## src/rtl/cpu_run_ctrl_if.sv

```systemverilog
// Control/status bundle between the board-side run controller and its driver.
// Breakpoint signals exist only when CPU_RUN_CTRL_BREAKPOINT_EN is defined.
interface cpu_run_ctrl_if #(
    parameter int CNT_W = 32
);
    logic             run_sw;
    logic             step_btn;
    logic             cpu_rst_req;
    logic             cpu_halt;
    logic             cpu_ce;
    logic             cpu_rst;
    logic [CNT_W-1:0] cycle_cnt;
    logic [1:0]       state;
    logic             halted;
`ifdef CPU_RUN_CTRL_BREAKPOINT_EN
    logic             bp_en;
    logic [31:0]      bp_pc;
    logic [31:0]      cpu_pc;

    modport master (
        output run_sw, step_btn, cpu_rst_req, cpu_halt, bp_en, bp_pc, cpu_pc,
        input  cpu_ce, cpu_rst, cycle_cnt, state, halted
    );
    modport slave (
        input  run_sw, step_btn, cpu_rst_req, cpu_halt, bp_en, bp_pc, cpu_pc,
        output cpu_ce, cpu_rst, cycle_cnt, state, halted
    );
`else
    modport master (
        output run_sw, step_btn, cpu_rst_req, cpu_halt,
        input  cpu_ce, cpu_rst, cycle_cnt, state, halted
    );
    modport slave (
        input  run_sw, step_btn, cpu_rst_req, cpu_halt,
        output cpu_ce, cpu_rst, cycle_cnt, state, halted
    );
`endif
endinterface

```

## src/rtl/cpu_run_ctrl.sv

```systemverilog
// Run/step/halt sequencer producing a one-cycle CPU clock-enable and held CPU reset; all outputs
// registered (1-cycle latency), no backpressure. Breakpoint logic under CPU_RUN_CTRL_BREAKPOINT_EN.
module cpu_run_ctrl #(
    parameter int TICK_DIV = 3_125_000,
    parameter int DEBOUNCE = 16,
    parameter int RST_HOLD = 4,
    parameter int CNT_W    = 32
) (
    input  logic          clk,
    input  logic          rst,
    cpu_run_ctrl_if.slave bus
);
    localparam int TICK_W = $clog2(TICK_DIV);
    localparam int DB_W   = $clog2(DEBOUNCE + 1);
    localparam int HOLD_W = $clog2(RST_HOLD + 1);
    localparam logic [TICK_W-1:0] TICK_LAST = TICK_W'(TICK_DIV - 1);
    localparam logic [DB_W-1:0]   DB_LAST   = DB_W'(DEBOUNCE - 1);
    localparam logic [HOLD_W-1:0] HOLD_INIT = HOLD_W'(RST_HOLD);

    typedef enum logic [1:0] {
        S_RST   = 2'd0,
        S_PAUSE = 2'd1,
        S_RUN   = 2'd2,
        S_HALT  = 2'd3
    } state_t;

    state_t            state_q, state_d;
    logic              cpu_rst_q, cpu_rst_d;
    logic              cpu_ce_q, cpu_ce_d;
    logic              halted_q, halted_d;
    logic [CNT_W-1:0]  cnt_q, cnt_d;
    logic [HOLD_W-1:0] hold_q, hold_d;
    logic [TICK_W-1:0] tick_q, tick_d;
    logic              sync1_q, sync2_q;
    logic [DB_W-1:0]   db_cnt_q, db_cnt_d;
    logic              db_lvl_q, db_lvl_d;
    logic              step_evt;
    logic              bp_hit;

    always_ff @(posedge clk or posedge rst) begin
        if (rst) begin
            state_q   <= S_RST;
            cpu_rst_q <= 1'b1;
            cpu_ce_q  <= 1'b0;
            halted_q  <= 1'b0;
            cnt_q     <= '0;
            hold_q    <= HOLD_INIT;
            tick_q    <= '0;
            sync1_q   <= 1'b0;
            sync2_q   <= 1'b0;
            db_cnt_q  <= '0;
            db_lvl_q  <= 1'b0;
        end else begin
            state_q   <= state_d;
            cpu_rst_q <= cpu_rst_d;
            cpu_ce_q  <= cpu_ce_d;
            halted_q  <= halted_d;
            cnt_q     <= cnt_d;
            hold_q    <= hold_d;
            tick_q    <= tick_d;
            sync1_q   <= bus.step_btn;
            sync2_q   <= sync1_q;
            db_cnt_q  <= db_cnt_d;
            db_lvl_q  <= db_lvl_d;
        end
    end

    // Debounce: a differing synced level must persist DEBOUNCE cycles; only presses raise step_evt.
    always_comb begin
        db_cnt_d = '0;
        db_lvl_d = db_lvl_q;
        step_evt = 1'b0;
        if (sync2_q != db_lvl_q) begin
            if (db_cnt_q == DB_LAST) begin
                db_lvl_d = sync2_q;
                step_evt = sync2_q;
            end else begin
                db_cnt_d = db_cnt_q + DB_W'(1);
            end
        end
    end

`ifdef CPU_RUN_CTRL_BREAKPOINT_EN
    logic bp_skip_q, bp_skip_d;

    // The first pulse after entering RUN executes even at a matching PC.
    assign bp_hit = bus.bp_en && (bus.cpu_pc == bus.bp_pc) && !bp_skip_q;

    always_comb begin
        bp_skip_d = bp_skip_q;
        if (state_q != S_RUN && state_d == S_RUN) begin
            bp_skip_d = 1'b1;
        end else if (state_q == S_RUN && cpu_ce_d) begin
            bp_skip_d = 1'b0;
        end
    end

    always_ff @(posedge clk or posedge rst) begin
        if (rst) begin
            bp_skip_q <= 1'b0;
        end else begin
            bp_skip_q <= bp_skip_d;
        end
    end
`else
    assign bp_hit = 1'b0;
`endif

    always_comb begin
        state_d   = state_q;
        cpu_rst_d = 1'b0;
        cpu_ce_d  = 1'b0;
        cnt_d     = cnt_q;
        hold_d    = hold_q;
        tick_d    = '0;
        unique case (state_q)
            S_RST: begin
                cpu_rst_d = 1'b1;
                cnt_d     = '0;
                hold_d    = hold_q - HOLD_W'(1);
                // Leaving on the final decrement so cpu_rst lasts exactly RST_HOLD cycles.
                if (hold_q <= HOLD_W'(1)) begin
                    state_d   = bus.run_sw ? S_RUN : S_PAUSE;
                    cpu_rst_d = 1'b0;
                end
            end
            S_RUN: begin
                if (bus.cpu_halt) begin
                    state_d = S_HALT;
                end else if (bp_hit || !bus.run_sw) begin
                    state_d = S_PAUSE;
                end else if (tick_q == TICK_LAST) begin
                    cpu_ce_d = 1'b1;
                end else begin
                    tick_d = tick_q + TICK_W'(1);
                end
            end
            S_PAUSE: begin
                if (bus.cpu_halt) begin
                    state_d = S_HALT;
                end else begin
                    cpu_ce_d = step_evt;
                    if (bus.run_sw) begin
                        state_d = S_RUN;
                    end
                end
            end
            default: begin
                state_d = S_HALT;
            end
        endcase

        if (bus.cpu_rst_req) begin
            state_d   = S_RST;
            hold_d    = HOLD_INIT;
            cpu_rst_d = 1'b1;
            cpu_ce_d  = 1'b0;
            cnt_d     = '0;
        end

        if (cpu_ce_d && !(&cnt_q)) begin
            cnt_d = cnt_q + CNT_W'(1);
        end
        halted_d = (state_d == S_HALT);
    end

    assign bus.cpu_ce    = cpu_ce_q;
    assign bus.cpu_rst   = cpu_rst_q;
    assign bus.cycle_cnt = cnt_q;
    assign bus.state     = state_q;
    assign bus.halted    = halted_q;

endmodule
```

## src/flat_wrapper.sv

```systemverilog
// flat-port wrapper written by rule: the top's interface ports become plain ports
module cpu_run_ctrl_flat 
#(
    parameter int TICK_DIV = 3_125_000,
    parameter int DEBOUNCE = 16,
    parameter int RST_HOLD = 4,
    parameter int CNT_W    = 32
)
  (clk, rst, bus_run_sw, bus_step_btn, bus_cpu_rst_req, bus_cpu_halt, bus_cpu_ce, bus_cpu_rst, bus_cycle_cnt, bus_state, bus_halted);
  cpu_run_ctrl_if #(.CNT_W(CNT_W)) bus_i ();
  input  logic clk;
  input  logic rst;
  input wire logic [$bits(bus_i.run_sw)-1:0] bus_run_sw;
  input wire logic [$bits(bus_i.step_btn)-1:0] bus_step_btn;
  input wire logic [$bits(bus_i.cpu_rst_req)-1:0] bus_cpu_rst_req;
  input wire logic [$bits(bus_i.cpu_halt)-1:0] bus_cpu_halt;
  output wire logic [$bits(bus_i.cpu_ce)-1:0] bus_cpu_ce;
  output wire logic [$bits(bus_i.cpu_rst)-1:0] bus_cpu_rst;
  output wire logic [$bits(bus_i.cycle_cnt)-1:0] bus_cycle_cnt;
  output wire logic [$bits(bus_i.state)-1:0] bus_state;
  output wire logic [$bits(bus_i.halted)-1:0] bus_halted;
  assign bus_i.run_sw = bus_run_sw;
  assign bus_i.step_btn = bus_step_btn;
  assign bus_i.cpu_rst_req = bus_cpu_rst_req;
  assign bus_i.cpu_halt = bus_cpu_halt;
  assign bus_cpu_ce = bus_i.cpu_ce;
  assign bus_cpu_rst = bus_i.cpu_rst;
  assign bus_cycle_cnt = bus_i.cycle_cnt;
  assign bus_state = bus_i.state;
  assign bus_halted = bus_i.halted;
  cpu_run_ctrl #(.TICK_DIV(TICK_DIV), .DEBOUNCE(DEBOUNCE), .RST_HOLD(RST_HOLD), .CNT_W(CNT_W)) u_core (.clk(clk), .rst(rst), .bus(bus_i));
endmodule
```

## config.mk

```make
export PLATFORM = sky130hd
export DESIGN_NAME = cpu_run_ctrl_flat
export DESIGN_NICKNAME = d
export VERILOG_FILES = /design/src/rtl/cpu_run_ctrl_if.sv /design/src/rtl/cpu_run_ctrl.sv /design/src/flat_wrapper.sv
export SDC_FILE = /design/constraint.sdc
export NUM_CORES = 1
export LEC_CHECK = 0
export CAP_MARGIN = 25
export CELL_PAD_IN_SITES_DETAIL_PLACEMENT = 0
export CELL_PAD_IN_SITES_GLOBAL_PLACEMENT = 2
export CORE_MARGIN = 5
export CORE_UTILIZATION = 35
export CTS_BUF_LIST = sky130_fd_sc_hd__clkbuf_16
export DETAILED_ROUTE_END_ITERATION = 7
export HOLD_SLACK_MARGIN = 0.03
export PLACE_DENSITY = 0.8
export SETUP_SLACK_MARGIN = 0.4
export SYNTH_ARGS = -nofsm -noshare
export SYNTH_HDL_FRONTEND = slang
export SYNTH_SLANG_ARGS = --single-unit
```

## constraint.sdc

```tcl
create_clock -name clk -period 3.2 [get_ports clk]
set_input_delay 0.8 -clock clk [delete_from_list [all_inputs] [get_ports clk]]
set_output_delay 0.8 -clock clk [all_outputs]
set_load 0.01 [all_outputs]
```

* Word-level counts from Yosys, hierarchy flattened
Index checks and enable logic that the tools add are counted.
Word-level totals: bits of input ports 6, register bits after elaboration 70, output and inout port bits 37, logic and storage cells 59
Operators by class: reduce and logical (&&, ||, !) cells 7, equality and inequality tests 6, multiplexer cells 30, $add $sub $neg 4, order comparisons 1
Operators by type and width (count):
- 32-bit two-way mux | 3
- 22-bit two-way mux | 4
- 32-bit by 1-bit adder with 32-bit output (second input constant) | 1
- 32-bit AND reduction | 1
- 22-bit by 1-bit adder with 22-bit output (second input constant) | 1
- 22-bit == test (second input constant) | 1
- 2-bit two-way mux | 7
- 1-bit two-way mux | 10
- 5-bit two-way mux | 2
- 3-bit two-way mux | 2
- 2-bit one-hot mux with 3 select lines | 1
- 5-bit by 1-bit adder with 5-bit output (second input constant) | 1
- 5-bit by 4-bit == test with 1-bit output (second input constant) | 1
- 2-bit == test (second input constant) | 2
- 3-bit by 1-bit less-or-equal comparator with 1-bit output (second input constant) | 1
- 3-bit nonzero test | 1
- 3-bit by 1-bit subtractor with 3-bit output (second input constant) | 1
- 2-bit by 1-bit == test with 1-bit output (second input constant) | 1
- 2-bit logical NOT | 1
- 1-bit one-hot mux with 2 select lines | 1
- 2-bit AND reduction | 1
- 2-bit nonzero test | 1
- 1-bit logical AND | 1
- 1-bit logical NOT | 1
- 1-bit != test | 1

* Depth between registers and ports, before layout
word-level depth 8, mapped depth 10, depth with buffers taken out 8

* Worst setup path before layout
OpenSTA, ideal clock, no wires.
path type input-to-reg, start input port bus_cpu_rst_req, end register u_core.cnt_q[8] (netlist: u_core.bus.cycle_cnt[8]), data required time 3124 ps, setup time 76 ps, stages 8, data arrival time 2359 ps, path slack 764 ps, cells stage by stage clkbuf_1 > nor4bb_1 > nor4bb_1 > a31oi_1 > a31o_1 > buf_6 > or3_1 > o21ai_1
Between the ends: word-level cells in the longest chain between the ends 3, elaborated cells on any way between the ends 5, those cells by class mux: 3; reduce/logical: 2
RTL lines:
- start: declaration | RTL line flat_wrapper.sv:15 | input wire logic [$bits(bus_i.cpu_rst_req)-1:0] bus_cpu_rst_req;
- 1-bit two-way mux | RTL line cpu_run_ctrl.sv:153 | if (bus.cpu_rst_req) begin
- 1-bit logical AND | RTL line cpu_run_ctrl.sv:161 | if (cpu_ce_d && !(&cnt_q)) begin
- 3-bit nonzero test (no source line) or 32-bit two-way mux (tied branches)
- end signal: assignment | RTL line cpu_run_ctrl.sv:58 | cnt_q <= cnt_d;
- end: declaration | RTL line cpu_run_ctrl.sv:31 | logic [CNT_W-1:0] cnt_q, cnt_d;
Parallel ways exist; a longest one is shown, timed or not. A chain may end at the register's enable or synchronous reset.

* Worst setup path after layout
start register u_core.tick_q[0], end register u_core.cnt_q[19] (netlist: u_core.bus.cycle_cnt[19])
Between the ends: word-level cells in the longest chain between the ends 8, elaborated cells on any way between the ends 9, those cells by class eq/ne: 1; mux: 6; reduce/logical: 2
RTL lines:
- start: declaration | RTL line cpu_run_ctrl.sv:33 | logic [TICK_W-1:0] tick_q, tick_d;
- start signal: assignment | RTL line cpu_run_ctrl.sv:60 | tick_q <= tick_d;
- 22-bit == test (*) | RTL line cpu_run_ctrl.sv:132 | end else if (tick_q == TICK_LAST) begin
- 1-bit two-way mux (*) | RTL line cpu_run_ctrl.sv:132
- 1-bit two-way mux (*) | RTL line cpu_run_ctrl.sv:130 | end else if (bp_hit || !bus.run_sw) begin
- 1-bit two-way mux (*) | RTL line cpu_run_ctrl.sv:128 | if (bus.cpu_halt) begin
- 1-bit one-hot mux with 2 select lines (*) | RTL line cpu_run_ctrl.sv:116 | unique case (state_q)
- 1-bit two-way mux (*) | RTL line cpu_run_ctrl.sv:153
- net u_core.cpu_ce_d | RTL line cpu_run_ctrl.sv:29 | logic cpu_ce_q, cpu_ce_d;
- 1-bit logical AND (*) | RTL line cpu_run_ctrl.sv:161
- 3-bit nonzero test (no source line) or 32-bit two-way mux (tied branches)
Mark *: on every way through the listed nets, which the timed path passes. The rest lies on a longest branch.

==> results.py <==
metrics = {
    "run_status": {
        "status": "complete, no violations",
    },
    "routing": {
        "drtIter0Drc": 171,
        "drc": 0,
        "antenna_left": 0,
        "firstDrtPassIters": 4,
        "wl_um": 8620,
        "num_vias": 3082,
        "wl_per_cell_um": 14.5,
        "routed_via_density": 5.19,
    },
    "synthesis": {
        "synth-seq-cells": 70,
        "synth_cell_types": 47,
        "synth_simple_gate_area_frac": 0.247,
        "synth_nets": 419,
        "synth_top_area_cell": "dfrtp_1",
        "yosys_warnings": 0,
        "synth_fa_ha_area_frac": 0.0357,
        "synthMuxAreaShare": 0.0381,
        "synth-compound-area-share": 0.108,
        "syn-cell-area_sq_um": 3710,
        "synth_flop_cell": "dfrtp_1",
        "syn_area_per_cell_sq_um": 9.19,
        "synthArstFlopShare": 1.00,
        "post-synth-top-area-fraction": 0.458,
        "synth_edf_count": 0,
        "ys_top_cells_by_area": "dfrtp_1 (46%), nand3_1 (4.2%), nor2_1 (4.0%)",
        "ys_seq_area_frac": 0.473,
        "postSynthCellCount": 404,
        "synth-xor-area-share": 0.0519,
        "synth_top_family_by_area": "simple AND/OR/NAND/NOR gates",
    },
    "cts": {
        "post-cts-setup-buffers": 0,
        "cts_sinks": 70,
        "htreeDepth": 3,
        "cts_buffers": 9,
        "cts-root-buf": "clkbuf_16",
        "clockBufferDepth": 2,
        "cts_tree": "done",
        "clk_latency_ns": 0.33,
        "path_clk_slew_ns": 0.06,
    },
    "layout": {
        "diodes": 0,
        "multiInputGateArea_sq_um": 1840,
        "nets": 468,
        "fill_cells": 967,
        "area_growth_pct": 26.3,
        "final_cell_mix": "dfrtp_1 (68), clkdlybuf4s50_1 (42), nor2_1 (40)",
        "drive_gt1_frac": 0.0852,
        "finalInstanceArea_sq_um": 4690,
        "final_common_cell": "dfrtp_1",
        "seqCellArea_sq_um": 1750,
    },
    "setup_path": {
        "worstSetupPathType": "reg2reg",
        "worstRegToRegCells": 8,
        "regToRegEndpoint": "u_core.bus.cycle_cnt[19]",
        "r2r_slack_ns": 0.60,
        "endpoint_kind": "flip-flop",
        "cp.arrival_ns": 2.82,
        "crit_path_frequent_cell": "a21o_1",
        "worstSetupStartpointType": "flip-flop",
        "critPathRequiredTime_ns": 3.42,
        "crit_fanout": 14,
        "cp_cell_sequence": "ha_1, or4b_1, nor4_2, a31o_2, a21boi_2, buf_4, a21o_1, a21o_1",
        "worstReg2RegStart": "u_core.tick_q[0]",
        "slowest_delay_ns": 0.54,
        "cp_slowest_cell": "or4b_1",
    },
    "sta": {
        "max_freq_mhz": 385,
        "worst_pin_slew_ns": 0.691,
        "min_period_over_period": 0.811,
        "min_period_ns": 2.60,
        "setup_tns_ns": 0,
        "rsz0062_at_grt": "false",
        "setup_viol": 0,
        "drv_slew": 0,
        "slew_headroom": 0.538,
        "report.final.hold_viol_count": 0,
        "fin_hold_ws_ns": 0.356,
        "finalClockSkew_ns": 0.00617,
    },
    "place": {
        "port_buffers": 42,
        "dpl.hpwl_um": 5870,
        "gp_congestion": 0.774,
        "place_area_sq_um": 4330,
    },
    "power_and_ir_drop": {
        "p_per_area_nw_per_um2": 527,
        "comb_power_share": 0.178,
        "internal_power_mw": 1.81,
        "finalPower_mw": 2.47,
        "p_leak_nw": 1.87,
        "pwr-share-clk": 0.428,
        "power_switching_mw": 0.657,
        "pwr-share-seq": 0.394,
        "swShare": 0.266,
        "vdd_ir_drop_max_mv": 0.225,
    },
    "global_routing": {
        "overflow": 0,
        "track_usage": 0.141,
        "grt_antenna_before_repair": 0,
        "grt_pass1_wl_um": 14600,
        "grt_max_degree": 52,
        "grt_pass1_vias": 2963,
    },
    "die": {
        "die_area_sq_um": 12800,
        "ioPinCount": 43,
        "die_h_um": 113,
        "start_util": 0.360,
        "core_sq_um": 10300,
        "die_w_um": 113,
        "row_count": 37,
    },
    "min_path": {
        "hold_end": "u_core.sync2_q",
        "holdPathStages": 0,
        "min_from": "u_core.sync1_q",
        "holdCritPathClass": "reg2reg",
    },
    "job": {
        "cap_violations": 0,
    },
}
-- final cells by class --
cell class,instances,share of cell area
clock buffers,9,0.0480
clock inverters,7,0.0192
inverters,29,0.0232
multi-input cells,293,0.391
flip-flops and latches,70,0.374
well taps,136,0.0363
repair buffers,50,0.108
-- power groups by stage --
stage | Sequential, mW | Clock [mW] | Combinational, mW
finish | 0.973 | 1.06 | 0.440
global route | 0.981 | 1.14 | 0.496
CTS | 0.973 | 1.10 | 0.444
detailed placement | 0.989 | 0 | 0.442
global placement | 0.989 | 0 | 0.438
floorplan | 0.992 | 0 | 0.294
-- per-layer routing --
layer / vias to the layer above / track usage / wire length (um)
met4: 0 / 0.0713 / 187
met2: 76 / 0.217 / 3910
met5: - / 0 / 0
met3: 15 / 0.0246 / 365
met1: 1470 / 0.191 / 4150
li1: 1521 / - / -
-- flip-flops by register name, indices dropped and copies added (netlist names), 2 cells and up --
name	flops
u_core.bus.state	2
u_core.db_cnt_q	5
u_core.bus.cycle_cnt	32
u_core.hold_q	3
u_core.tick_q	22
-- worst max-delay path: cells and delay by family, from the launching register on --
| family | cells | cell delay, ns |
|---|---|---|
| AOI/OAI and AO/OA | 4 | 0.72 |
| and+or+nand+nor | 2 | 0.90 |
| buffers and inverters | 1 | 0.22 |
| DFF | 1 | 0.38 |
| adders and majority gates | 1 | 0.26 |
-- worst max path at each step --
stage | to | startpoint | slack, ns | cells past startpoint
after global routing | u_core.bus.cycle_cnt[18] | bus_cpu_halt | 0.44 | 8
after global placement | u_core.bus.cycle_cnt[27] | bus_cpu_halt | 0.17 | 7
after floorplan | u_core.bus.cpu_ce | rst | 0.64 | 1
after CTS | u_core.bus.cycle_cnt[21] | u_core.tick_q[0] | 0.47 | 7
final | u_core.bus.cycle_cnt[19] | u_core.tick_q[0] | 0.60 | 8
after detailed placement | u_core.bus.cycle_cnt[14] | bus_cpu_halt | 0.13 | 7
-- cell families after synthesis --
kind of cell | after synthesis
AND/OR/NAND/NOR | 176
AO/OA/AOI/OAI | 70
flip-flops | 70
buffers and inverters | 41
XOR/XNOR | 22
multiplexers | 14
adder cells (fa/ha/maj) | 11
-- synth_stat cells, types with 7 or more instances --
| library cell | instances |
|---|---|
| dfrtp_1 | 68 |
| mux2i_1 | 13 |
| o21ai_0 | 14 |
| a21oi_1 | 29 |
| xor2_1 | 12 |
| nor2_1 | 40 |
| xnor2_1 | 10 |
| o21ai_1 | 7 |
| ha_1 | 9 |
| or3_1 | 15 |
| nand3_1 | 31 |
| and3_1 | 10 |
| nand4_1 | 12 |
| clkbuf_1 | 7 |
| inv_1 | 29 |
| nand2_1 | 33 |
-- through the flow --
stage / std cells / utilization / setup slack (ns)
after floorplan: 404 / - / 0.635
after global placement: 578 / 0.420 / 0.168
after detailed placement: 578 / 0.420 / 0.133
after CTS: 594 / 0.450 / 0.471
after global routing: 594 / 0.454 / 0.439
final: 594 / 0.454 / 0.604
-- timing repair --
item,CTS,global route
endpoints found under the setup margin,0,18
resized for setup,0,7
endpoints found under the hold margin,0,0
hold buffers,0,0
Note: power is estimated with default switching activity, not from simulation.
